[config.mk]
export PLATFORM = sky130hd
export DESIGN_NAME = pacman_sprite_engine
export DESIGN_NICKNAME = d
export VERILOG_FILES = /design/src/rtl/pacman_sprite_pkg.sv /design/src/rtl/sprite_hit_calc.sv /design/src/rtl/pacman_sprite_engine.sv
export SDC_FILE = /design/constraint.sdc
export NUM_CORES = 1
export LEC_CHECK = 0
export CORE_AREA = 10 10 99 101
export CTS_CLUSTER_SIZE = 40
export DETAILED_ROUTE_END_ITERATION = 7
export DIE_AREA = 0 0 109 111
export PLACE_DENSITY = 0.79
export SETUP_SLACK_MARGIN = 0.3
export SYNTH_ARGS = -nofsm -noshare
export SYNTH_HDL_FRONTEND = slang
export SYNTH_SLANG_ARGS = --single-unit
[constraint.sdc]
create_clock -name Clk -period 2.05 [get_ports Clk]
set_input_delay 0.3075 -clock Clk [delete_from_list [all_inputs] [get_ports Clk]]
set_output_delay 0.3075 -clock Clk [all_outputs]
set_load 0.02 [all_outputs]
[src/rtl/pacman_sprite_pkg.sv]
// Shared types and geometry constants for the Pac-Man sprite engine.
// Build option: define SPRITE_SCALE2_EN to render both sprites at 16x16
// (each ROM texel covers a 2x2 screen block). Otherwise sprites are native 8x8.
package pacman_sprite_pkg;

  // Pac-Man facing direction, encoded as driven by the game logic.
  typedef enum logic [1:0] {
    DIR_RIGHT = 2'd0,
    DIR_UP    = 2'd1,
    DIR_LEFT  = 2'd2,
    DIR_DOWN  = 2'd3
  } dir_t;

  // Mouth animation state.
  typedef enum logic {
    OPEN   = 1'b0,
    CLOSED = 1'b1
  } mouth_t;

`ifdef SPRITE_SCALE2_EN
  // 16x16 on screen; row/col come from dx/dy bits [3:1].
  localparam int SPRITE_SIZE  = 16;
  localparam int SPRITE_SHIFT = 1;
`else
  // Native 8x8; row/col come from dx/dy bits [2:0].
  localparam int SPRITE_SIZE  = 8;
  localparam int SPRITE_SHIFT = 0;
`endif

  // Reverse a 3-bit ROM index (used for bit 7-col and vertical flip 7-row).
  function automatic logic [2:0] flip3(input logic [2:0] v);
    return 3'd7 - v;
  endfunction

endpackage

[src/rtl/sprite_hit_calc.sv]
// Combinational hit test for one sprite: offset of the scan position from the
// sprite's top-left corner, in-box flag, and the 3-bit ROM row/column.
// The subtraction is one bit wider than the coordinates so that positions left
// of / above the sprite come out negative instead of wrapping around.
// Build option: SPRITE_SCALE2_EN (via pacman_sprite_pkg) selects 16x16 size.
module sprite_hit_calc
  import pacman_sprite_pkg::*;
#(
  parameter int COORD_W = 10
) (
  input  logic [COORD_W-1:0] i_draw_x,
  input  logic [COORD_W-1:0] i_draw_y,
  input  logic [COORD_W-1:0] i_pos_x,
  input  logic [COORD_W-1:0] i_pos_y,
  output logic               o_hit,
  output logic [2:0]         o_row,
  output logic [2:0]         o_col
);

  localparam logic [COORD_W-1:0] SIZE_C = COORD_W'(SPRITE_SIZE);

  logic [COORD_W:0] w_dx;
  logic [COORD_W:0] w_dy;
  logic             w_x_in;
  logic             w_y_in;

  assign w_dx = {1'b0, i_draw_x} - {1'b0, i_pos_x};
  assign w_dy = {1'b0, i_draw_y} - {1'b0, i_pos_y};

  // Sign bit clear means the scan position is at or right of / below the corner.
  assign w_x_in = ~w_dx[COORD_W] && (w_dx[COORD_W-1:0] < SIZE_C);
  assign w_y_in = ~w_dy[COORD_W] && (w_dy[COORD_W-1:0] < SIZE_C);

  assign o_hit = w_x_in && w_y_in;
  assign o_row = w_dy[SPRITE_SHIFT+2:SPRITE_SHIFT];
  assign o_col = w_dx[SPRITE_SHIFT+2:SPRITE_SHIFT];

endmodule

[src/rtl/pacman_sprite_engine.sv]
// Per-pixel Pac-Man / ghost sprite renderer.
//   Stage 1: hit tests, row/col, direction and mouth state are registered;
//            ROM row addresses are driven from these registers.
//   Stage 2: the combinational ROM rows are sampled, the column bit picked
//            according to direction/mouth state, and the pixel flags registered.
// DrawX/DrawY presented in cycle N produce pixel outputs in cycle N+2.
// Build option: SPRITE_SCALE2_EN renders both sprites at 16x16 (same latency/ports).
module pacman_sprite_engine
  import pacman_sprite_pkg::*;
#(
  parameter int ANIM_FRAMES = 8,
  parameter int COORD_W     = 10
) (
  input  logic               Clk,
  input  logic               Reset,
  input  logic               frame_tick,
  input  logic [COORD_W-1:0] DrawX,
  input  logic [COORD_W-1:0] DrawY,
  input  logic [COORD_W-1:0] pac_x,
  input  logic [COORD_W-1:0] pac_y,
  input  logic [1:0]         pac_dir,
  input  logic               pac_moving,
  input  logic [COORD_W-1:0] ghost_x,
  input  logic [COORD_W-1:0] ghost_y,
  output logic [2:0]         pac_rom_addr,
  input  logic [7:0]         pac_right_data,
  input  logic [7:0]         pac_closed_data,
  input  logic [7:0]         pac_up_data,
  output logic [2:0]         ghost_rom_addr,
  input  logic [7:0]         ghost_data,
  output logic               pac_pixel,
  output logic               ghost_pixel,
  output logic               sprite_on,
  output logic               sprite_sel,
  output logic               mouth_open
);

  // Last counter value before the mouth toggles.
  localparam logic [7:0] ANIM_LAST = 8'(ANIM_FRAMES - 1);

  // ---------------------------------------------------------------------------
  // Hit calculators (combinational, ahead of stage 1)
  // ---------------------------------------------------------------------------
  logic       w_pac_hit;
  logic [2:0] w_pac_row;
  logic [2:0] w_pac_col;
  logic       w_ghost_hit;
  logic [2:0] w_ghost_row;
  logic [2:0] w_ghost_col;

  sprite_hit_calc #(
    .COORD_W (COORD_W)
  ) u_pac_hit (
    .i_draw_x (DrawX),
    .i_draw_y (DrawY),
    .i_pos_x  (pac_x),
    .i_pos_y  (pac_y),
    .o_hit    (w_pac_hit),
    .o_row    (w_pac_row),
    .o_col    (w_pac_col)
  );

  sprite_hit_calc #(
    .COORD_W (COORD_W)
  ) u_ghost_hit (
    .i_draw_x (DrawX),
    .i_draw_y (DrawY),
    .i_pos_x  (ghost_x),
    .i_pos_y  (ghost_y),
    .o_hit    (w_ghost_hit),
    .o_row    (w_ghost_row),
    .o_col    (w_ghost_col)
  );

  // ---------------------------------------------------------------------------
  // Mouth animation FSM
  // ---------------------------------------------------------------------------
  mouth_t     r_mouth;
  mouth_t     w_mouth_next;
  logic [7:0] r_frame_cnt;
  logic [7:0] w_frame_cnt_next;

  // FSM state and frame counter registers; Reset has priority over frame_tick.
  always_ff @(posedge Clk) begin
    if (Reset) begin
      r_mouth     <= OPEN;
      r_frame_cnt <= 8'd0;
    end else begin
      r_mouth     <= w_mouth_next;
      r_frame_cnt <= w_frame_cnt_next;
    end
  end

  // Next-state: count frames while moving, toggle the mouth every ANIM_FRAMES.
  always_comb begin
    w_mouth_next     = r_mouth;
    w_frame_cnt_next = r_frame_cnt;
    if (frame_tick && pac_moving) begin
      if (r_frame_cnt == ANIM_LAST) begin
        w_frame_cnt_next = 8'd0;
        w_mouth_next     = (r_mouth == OPEN) ? CLOSED : OPEN;
      end else begin
        w_frame_cnt_next = r_frame_cnt + 8'd1;
      end
    end
  end

  assign mouth_open = (r_mouth == OPEN);

  // ---------------------------------------------------------------------------
  // Stage 1 registers
  // ---------------------------------------------------------------------------
  logic       r_s1_pac_hit;
  logic [2:0] r_s1_pac_row;
  logic [2:0] r_s1_pac_col;
  logic       r_s1_ghost_hit;
  logic [2:0] r_s1_ghost_row;
  logic [2:0] r_s1_ghost_col;
  dir_t       r_s1_dir;
  mouth_t     r_s1_mouth;

  // Capture hit test results and the orientation controls for this pixel.
  always_ff @(posedge Clk) begin
    if (Reset) begin
      r_s1_pac_hit   <= 1'b0;
      r_s1_pac_row   <= 3'd0;
      r_s1_pac_col   <= 3'd0;
      r_s1_ghost_hit <= 1'b0;
      r_s1_ghost_row <= 3'd0;
      r_s1_ghost_col <= 3'd0;
      r_s1_dir       <= DIR_RIGHT;
      r_s1_mouth     <= OPEN;
    end else begin
      r_s1_pac_hit   <= w_pac_hit;
      r_s1_pac_row   <= w_pac_row;
      r_s1_pac_col   <= w_pac_col;
      r_s1_ghost_hit <= w_ghost_hit;
      r_s1_ghost_row <= w_ghost_row;
      r_s1_ghost_col <= w_ghost_col;
      r_s1_dir       <= dir_t'(pac_dir);
      r_s1_mouth     <= r_mouth;
    end
  end

  // ROM addressing: only the open/down frame reads the up ROM upside down.
  always_comb begin
    pac_rom_addr = r_s1_pac_row;
    if ((r_s1_mouth == OPEN) && (r_s1_dir == DIR_DOWN)) begin
      pac_rom_addr = flip3(r_s1_pac_row);
    end
  end

  assign ghost_rom_addr = r_s1_ghost_row;

  // ---------------------------------------------------------------------------
  // Orientation mux (between stage 1 and stage 2)
  // ---------------------------------------------------------------------------
  logic [2:0] w_pac_rev_col;
  logic [2:0] w_ghost_rev_col;
  logic       w_pac_bit;
  logic       w_ghost_bit;

  // Bit 7 of a ROM row is the leftmost column, so unmirrored reads use 7-col.
  assign w_pac_rev_col   = flip3(r_s1_pac_col);
  assign w_ghost_rev_col = flip3(r_s1_ghost_col);

  // Select the ROM and column bit for Pac-Man from direction and mouth state.
  always_comb begin
    w_pac_bit = 1'b0;
    if (r_s1_mouth == OPEN) begin
      case (r_s1_dir)
        DIR_RIGHT: w_pac_bit = pac_right_data[w_pac_rev_col];
        DIR_LEFT:  w_pac_bit = pac_right_data[r_s1_pac_col];
        DIR_UP:    w_pac_bit = pac_up_data[w_pac_rev_col];
        DIR_DOWN:  w_pac_bit = pac_up_data[w_pac_rev_col];
        default:   w_pac_bit = 1'b0;
      endcase
    end else if (r_s1_dir == DIR_LEFT) begin
      w_pac_bit = pac_closed_data[r_s1_pac_col];
    end else begin
      w_pac_bit = pac_closed_data[w_pac_rev_col];
    end
  end

  // Ghost is symmetric in intent and is never mirrored.
  assign w_ghost_bit = ghost_data[w_ghost_rev_col];

  // ---------------------------------------------------------------------------
  // Stage 2 registers (outputs)
  // ---------------------------------------------------------------------------
  logic r_pac_pixel;
  logic r_ghost_pixel;
  logic r_sprite_on;
  logic r_sprite_sel;

  // Register gated pixel flags; the ghost is drawn over Pac-Man.
  always_ff @(posedge Clk) begin
    if (Reset) begin
      r_pac_pixel   <= 1'b0;
      r_ghost_pixel <= 1'b0;
      r_sprite_on   <= 1'b0;
      r_sprite_sel  <= 1'b0;
    end else begin
      r_pac_pixel   <= r_s1_pac_hit && w_pac_bit;
      r_ghost_pixel <= r_s1_ghost_hit && w_ghost_bit;
      r_sprite_on   <= (r_s1_pac_hit && w_pac_bit) || (r_s1_ghost_hit && w_ghost_bit);
      r_sprite_sel  <= r_s1_ghost_hit && w_ghost_bit;
    end
  end

  assign pac_pixel   = r_pac_pixel;
  assign ghost_pixel = r_ghost_pixel;
  assign sprite_on   = r_sprite_on;
  assign sprite_sel  = r_sprite_sel;

endmodule

==> results of run 1 <==
==> routing by layer <==
layer	track usage [%]	wire, µm
met1	22.6	4950
met2	37.6	6550
met3	4.53	758
met4	7.65	389
met5	0	0
==> worst max-delay path: stages <==
cell and delay (ns):
clkdlybuf4s15_1 0.17, ha_2 0.19, fa_2 0.37, nor2b_4 0.15, o31a_1 0.23, nor2_2 0.08, a311oi_1 0.26, nand4_1 0.19
nor4_2 0.27
==> layout make-up <==
cell class                      count  share of cell area (%)
Multi-Input combinational cell    307                    52.6
Timing Repair Buffer              203                    29.6
Inverter                           59                    4.11
Clock buffer                        5                    1.17
Sequential cell                    29                    9.96
Tap cell                          105                    2.23
Clock inverter                      3                   0.298
==> final timing paths <==
kind	from	endpoint	slack (ns)	cells past startpoint
max	ghost_x[0]	r_s1_ghost_hit	0.01	9
min	ghost_y[0]	ghost_rom_addr[0]	0.29	3
max reg2reg	r_s1_pac_col[1]	sprite_on	0.04	7
min reg2reg	r_mouth	r_s1_mouth	0.49	2
==> power breakdown <==
part           switching, mW  total (mW)  internal (mW)
combinational          0.634        1.42          0.782
sequential            0.0246       0.617          0.592
clock                  0.223       0.456          0.234
total                  0.881        2.49           1.61
==> synth_stat cells, drive strengths merged, types with 10 or more instances <==
library cell | instances | area (µm²)
inv | 59 | 221
nand3 | 10 | 50.1
dfxtp | 29 | 581
nand2 | 15 | 56.3
mux4 | 13 | 330
o21ai | 21 | 105
nor3 | 10 | 50.1
nand2b | 10 | 62.6
nor2b | 14 | 87.6
ha | 41 | 513
a21oi | 24 | 120
xor2 | 11 | 96.3
nor2 | 41 | 154
==> per-stage QoR <==
step	hold slack, ns	setup TNS, ns	util (%)
finish	0.291	0	73.8
global route	0.295	-0.241	73.8
CTS	0.287	0	73.6
detailed placement	0.482	-1.84	64.4
global placement	0.454	-1.58	64.4
floorplan	0.392	0	-
==> kinds of logic after synthesis <==
kind of cell,Yosys count,synth area share (%)
adders and majority gates,45,17.9
muxes,24,13.4
AOI/OAI and AO/OA,90,17.7
xor gates and xnor gates,19,5.04
buffers and inverters,68,8.29
and+or+nand+nor,129,20.1
DFF,29,17.6
==> state kept, by name, indices dropped and copies added, names as in the netlist <==
| name | count |
|---|---|
| ghost_rom_addr | 3 |
| pac_pixel | 1 |
| r_frame_cnt | 8 |
| r_mouth | 1 |
| r_s1_dir | 2 |
| r_s1_ghost_col | 3 |
| r_s1_ghost_hit | 1 |
| r_s1_mouth | 1 |
| r_s1_pac_col | 3 |
| r_s1_pac_hit | 1 |
| r_s1_pac_row | 3 |
| sprite_on | 1 |
| sprite_sel | 1 |
==> timing repair <==
item	CTS	global route
setup buffers	12	1
endpoints found under the setup margin	7	7
pin swaps	65	3
gates resized for setup	226	10
==> key figures, run 1 <==
CTS
  – Worst-skew pair later-pin latency: 0.28 ns
  – Hold buffers post-CTS: 0
  – H-Tree Depth: 2
  – CTS buffer count: 5
  – Num Clock Sinks: 29
  – Clock transition at the registers of the reported paths: 0.07 ns
  – Clk root buf: clkbuf_8
  – CTS max path bufs: 2
  – CTS tree: yes

Final layout
  – Most common cell after layout, fill and taps aside: buf_4
  – Final instance area: 5880 µm²
  – Area Overhead vs Synth: 78.0%
  – Layout cells sized above 1: 39.8%
  – Sequential Area: 586 µm²
  – Fin cells: 711
  – Most frequent cells in the layout: buf_4 (90), clkdlybuf4s50_1 (50), dlygate4sd2_1 (41)
  – Area of the multi-input gates: 3090 µm²
  – Final antenna diode count: 0
  – Nets: 748
  – Fillers: 563

Synthesis
  – Post-synth EDFFs: 0
  – Mapped Nets: 547
  – Post-Synthesis Cells: 404
  – Flops & latches, synth: 29
  – Syn Area/Cell: 8.18 µm²
  – Sequential share of the synthesized area: 17.6%
  – FFs w/ async S/R, synth: 0%
  – Synth warnings: 0
  – Netlist cell types: 59
  – Synth Flop Type: dfxtp_1
  – Mapped Area: 3300 µm²

GRT
  – Initial antenna violation count: 0
  – First-pass GRT wire length: 20800 µm
  – Number of global-route vias before repair: 4365
  – Largest net degree at the start of global routing: 23
  – Total gr overflow: 0
  – Total global-route track usage: 20.8%

Timing
  – Tcrit/Tclk final: 99.5%
  – Final setup viols: 0
  – Fmax: 490 MHz
  – Setup WS post-layout: 0.0100 ns
  – Slew HR: 68.6%
  – Clk_skew: 0.00306 ns
  – Max Slew Vio Count: 0
  – RSZ-0062 raised after global routing: yes
  – Worst slew pin tran: 0.469 ns
  – Final Hold Fails: 0
  – Min cycle time layout: 2.04 ns

Setup path
  – Startpoint types: primary input
  – Crit path max fanout: 3
  – Arrival @ worst endpoint: 2.23 ns
  – Critical Path End Type: register
  – WP data required: 2.24 ns
  – Critical path type: primary input to register

Placed design
  – DP Area: 5130 µm²
  – DP Wirelength: 9490 µm
  – Post-Place Cells: 690
  – GP Congestion: 0.956
  – # port buffers: 108
  – Worst slack, placed: -0.792 ns

Floorplanning
  – IO Pins: 109
  – Rows: 33
  – Die extent in y: 111 µm
  – Die ar.: 12100 µm²
  – Initial Util: 41.5%
  – DIE WIDTH: 109 µm
  – Core area: 7970 µm²

Detailed routing
  – DRC viols: 0
  – Detailed-router iteration count before antenna repair: 4
  – Via count: 3882
  – Vias/cell: 5.46
  – Iter 0 DRT Violations: 256
  – Wire length per cell: 17.8 µm
  – Antenna-violating nets left: 0
  – Total Wirelength: 12700 µm

Power and ir drop
  – VDD IR max: 0.243 mV
  – Pleak: 2.53 nW
  – Total power: 2.49 mW
  – Pwr per Cell Area: 423 nW/µm²

Job
  – Max-Cap Viols: 0

Run status
  – Outcome: completed

Hold path
  – Worst Hold Class: primary input to register
Note: power is estimated with default switching activity, not from simulation.
==> run 2, diff against run 1 <==
==> constraint.sdc (replaced) <==
create_clock -name Clk -period 2.05 [get_ports Clk]
set_input_delay 0.3075 -clock Clk [delete_from_list [all_inputs] [get_ports Clk]]
set_output_delay 0.3075 -clock Clk [all_outputs]
set_load 0.005 [all_outputs]
==> run 2 against run 1 <==
Clock-buffer cell count unchanged. Core utilization increased by 0.25 points. Combinational power about the same. Flip-flop and latch count unchanged. Die area unchanged. Clock skew decreased by 0.00062 ns. First-iteration DRC count decreased by 2.0%. Global-route usage about the same.
==> key figures, run 2 (synthesis results as in run 1) <==
Run status
  – Outcome: completed (unchanged)

Power and ir drop
  – Pwr per Cell Area: 420 nW/µm² (was 423 nW/µm²)
  – Total power: 2.48 mW (was 2.49 mW)
  – VDD IR max: 0.244 mV (was 0.243 mV)
  – Pleak: 2.54 nW (was 2.53 nW)

Timing
  – RSZ-0062 raised after global routing: yes (unchanged)
  – Fmax: 489 MHz (was 490 MHz)
  – Tcrit/Tclk final: 99.8% (was 99.5%)
  – Slew HR: 68.7% (was 68.6%)
  – Final Hold Fails: 0 (unchanged)
  – Max Slew Vio Count: 0 (unchanged)
  – Worst slew pin tran: 0.468 ns (was 0.469 ns)
  – Min cycle time layout: 2.05 ns (was 2.04 ns)
  – Clk_skew: 0.00244 ns (was 0.00306 ns)
  – Final setup viols: 0 (unchanged)

CTS
  – CTS max path bufs: 2 (unchanged)
  – Clock transition at the registers of the reported paths: 0.06 ns (was 0.07 ns)
  – Clk root buf: clkbuf_8 (unchanged)
  – Hold buffers post-CTS: 0 (unchanged)
  – H-Tree Depth: 2 (unchanged)
  – Num Clock Sinks: 29 (unchanged)
  – CTS buffer count: 5 (unchanged)
  – Worst-skew pair later-pin latency: 0.28 ns (about the same)
  – CTS tree: yes (unchanged)

Placed design
  – GP Congestion: 0.956 (unchanged)
  – DP Wirelength: 9490 µm (unchanged)
  – Post-Place Cells: 690 (unchanged)
  – DP Area: 5130 µm² (unchanged)
  – # port buffers: 108 (unchanged)

Floorplanning
  – Initial Util: 41.5% (unchanged)
  – Core area: 7970 µm² (unchanged)
  – IO Pins: 109 (unchanged)
  – Rows: 33 (unchanged)
  – DIE WIDTH: 109 µm (unchanged)
  – Die ar.: 12100 µm² (unchanged)
  – Die extent in y: 111 µm (unchanged)

Final layout
  – Fillers: 561 (was 563)
  – Final antenna diode count: 0 (unchanged)
  – Area Overhead vs Synth: 78.6% (was 78.0%)
  – Nets: 750 (was 748)
  – Fin cells: 713 (was 711)
  – Layout cells sized above 1: 40.0% (was 39.8%)
  – Area of the multi-input gates: 3090 µm² (unchanged)
  – Most common cell after layout, fill and taps aside: buf_4 (unchanged)
  – Max reg flops: 8 (unchanged)
  – Final instance area: 5900 µm² (was 5880 µm²)
  – Most frequent cells in the layout: buf_4 (92), clkdlybuf4s50_1 (50), dlygate4sd2_1 (42) (was buf_4 (90), clkdlybuf4s50_1 (50), dlygate4sd2_1 (41))
  – Sequential Area: 587 µm² (was 586 µm²)
  – Top reg by flops: r_frame_cnt (unchanged)

GRT
  – Largest net degree at the start of global routing: 23 (unchanged)
  – Met1 Track Usage GR: 22.5% (was 22.6%)
  – Total global-route track usage: 20.8% (about the same)
  – First-pass GRT wire length: 20800 µm (about the same)
  – Met3 Resource Use GR: 4.59% (was 4.53%)
  – Number of global-route vias before repair: 4365 (unchanged)
  – Total gr overflow: 0 (unchanged)
  – Initial antenna violation count: 0 (unchanged)
  – M2 GR Usage: 37.7% (was 37.6%)
  – Top Usage Layer GRT: met2 (unchanged)

Setup path
  – Arrival @ worst endpoint: 2.23 ns (about the same)
  – Critical path type: primary input to register (unchanged)
  – Worst path slowest cell: fa_2 (unchanged)
  – Worst path cell trace: clkdlybuf4s15_1 > ha_2 > fa_2 > nor2b_4 > o31a_1 > nor2_2 > a311oi_1 > nand4_1 > nor4_2 (unchanged)
  – Critical Path End Type: register (unchanged)
  – WP data required: 2.23 ns (was 2.24 ns)
  – CP peak stage delay: 0.37 ns (about the same)
  – Crit path max fanout: 3 (unchanged)
  – Startpoint types: primary input (unchanged)

Detailed routing
  – Total Wirelength: 12700 µm (about the same)
  – Wire length per cell: 17.8 µm (about the same)
  – Detailed-router iteration count before antenna repair: 4 (unchanged)
  – DRC viols: 0 (unchanged)
  – Via count: 3897 (was 3882)
  – Iter 0 DRT Violations: 251 (was 256)
  – Antenna-violating nets left: 0 (unchanged)
  – Vias/cell: 5.47 (was 5.46)

Job
  – Max-Cap Viols: 0 (unchanged)

Hold path
  – Worst Hold Class: primary input to register (unchanged)
## run 2: changes by cell type in the layout (fill, tap and decap cells not counted)
cell	before	now
buf_4	90	92
dfxtp_1	27	26
dlygate4sd2_1	41	42
clkbuf_2	3	2
dfxtp_2	1	2
## run 2: where the power goes
part,total (mW),switching [mW],internal (mW),leakage (nW)
clock,0.456,0.222,0.233,0.0439
sequential,0.617,0.0249,0.592,0.239
combinational,1.40,0.620,0.784,2.25
## run 2: routing by layer
metal  wire [µm]  vias to the layer above
li1            -                     1861
met1        4940                     1849
met2        6550                      144
met3         791                       43
met4         391                        0
met5           0                        -
## run 2: what timing repair did
item,in CTS,in global routing
hold endpoints to repair,0,0
buffers inserted,14,1
setup endpoints to repair,7,6
resized for setup,226,8
pin swaps,67,3
## run 2: path summary, 6_finish.rpt
kind | startpoint | depth (start not counted) | to | slack (ns)
worst max-delay path | ghost_x[0] | 9 | r_s1_ghost_hit | 0.004
worst min-delay path | ghost_y[0] | 3 | ghost_rom_addr[0] | 0.29
worst max register to register | r_s1_pac_col[0] | 6 | sprite_on | 0.04
worst min register to register | r_mouth | 2 | r_s1_mouth | 0.49
## run 2: critical path, delay by kind of cell
family                     cells  cell delay [ns]
and+or+nand+nor                4             0.70
buffers and inverters          1             0.17
AOI/OAI and AO/OA              2             0.49
adders and majority gates      2             0.56
## run 2: metrics by stage
step / setup WS (ns) / util (%) / setup TNS (ns) / hold WS [ns]
finish: 0.00400 / 74.0 / 0 / 0.291
detailed placement: -0.792 / 64.4 / -1.84 / 0.482
global route: -0.102 / 74.0 / -0.241 / 0.295
global placement: -0.707 / 64.4 / -1.58 / 0.454
floorplan: 0.0326 / - / 0 / 0.392
CTS: 0.0426 / 73.8 / 0 / 0.287
## run 2: cell type report
cell class,instances,area share (%)
Multi-Input combinational cell,307,52.4
Inverter,59,4.09
Timing Repair Buffer,205,29.8
Clock buffer,5,1.17
Tap cell,105,2.23
Sequential cell,29,9.94
Clock inverter,3,0.297
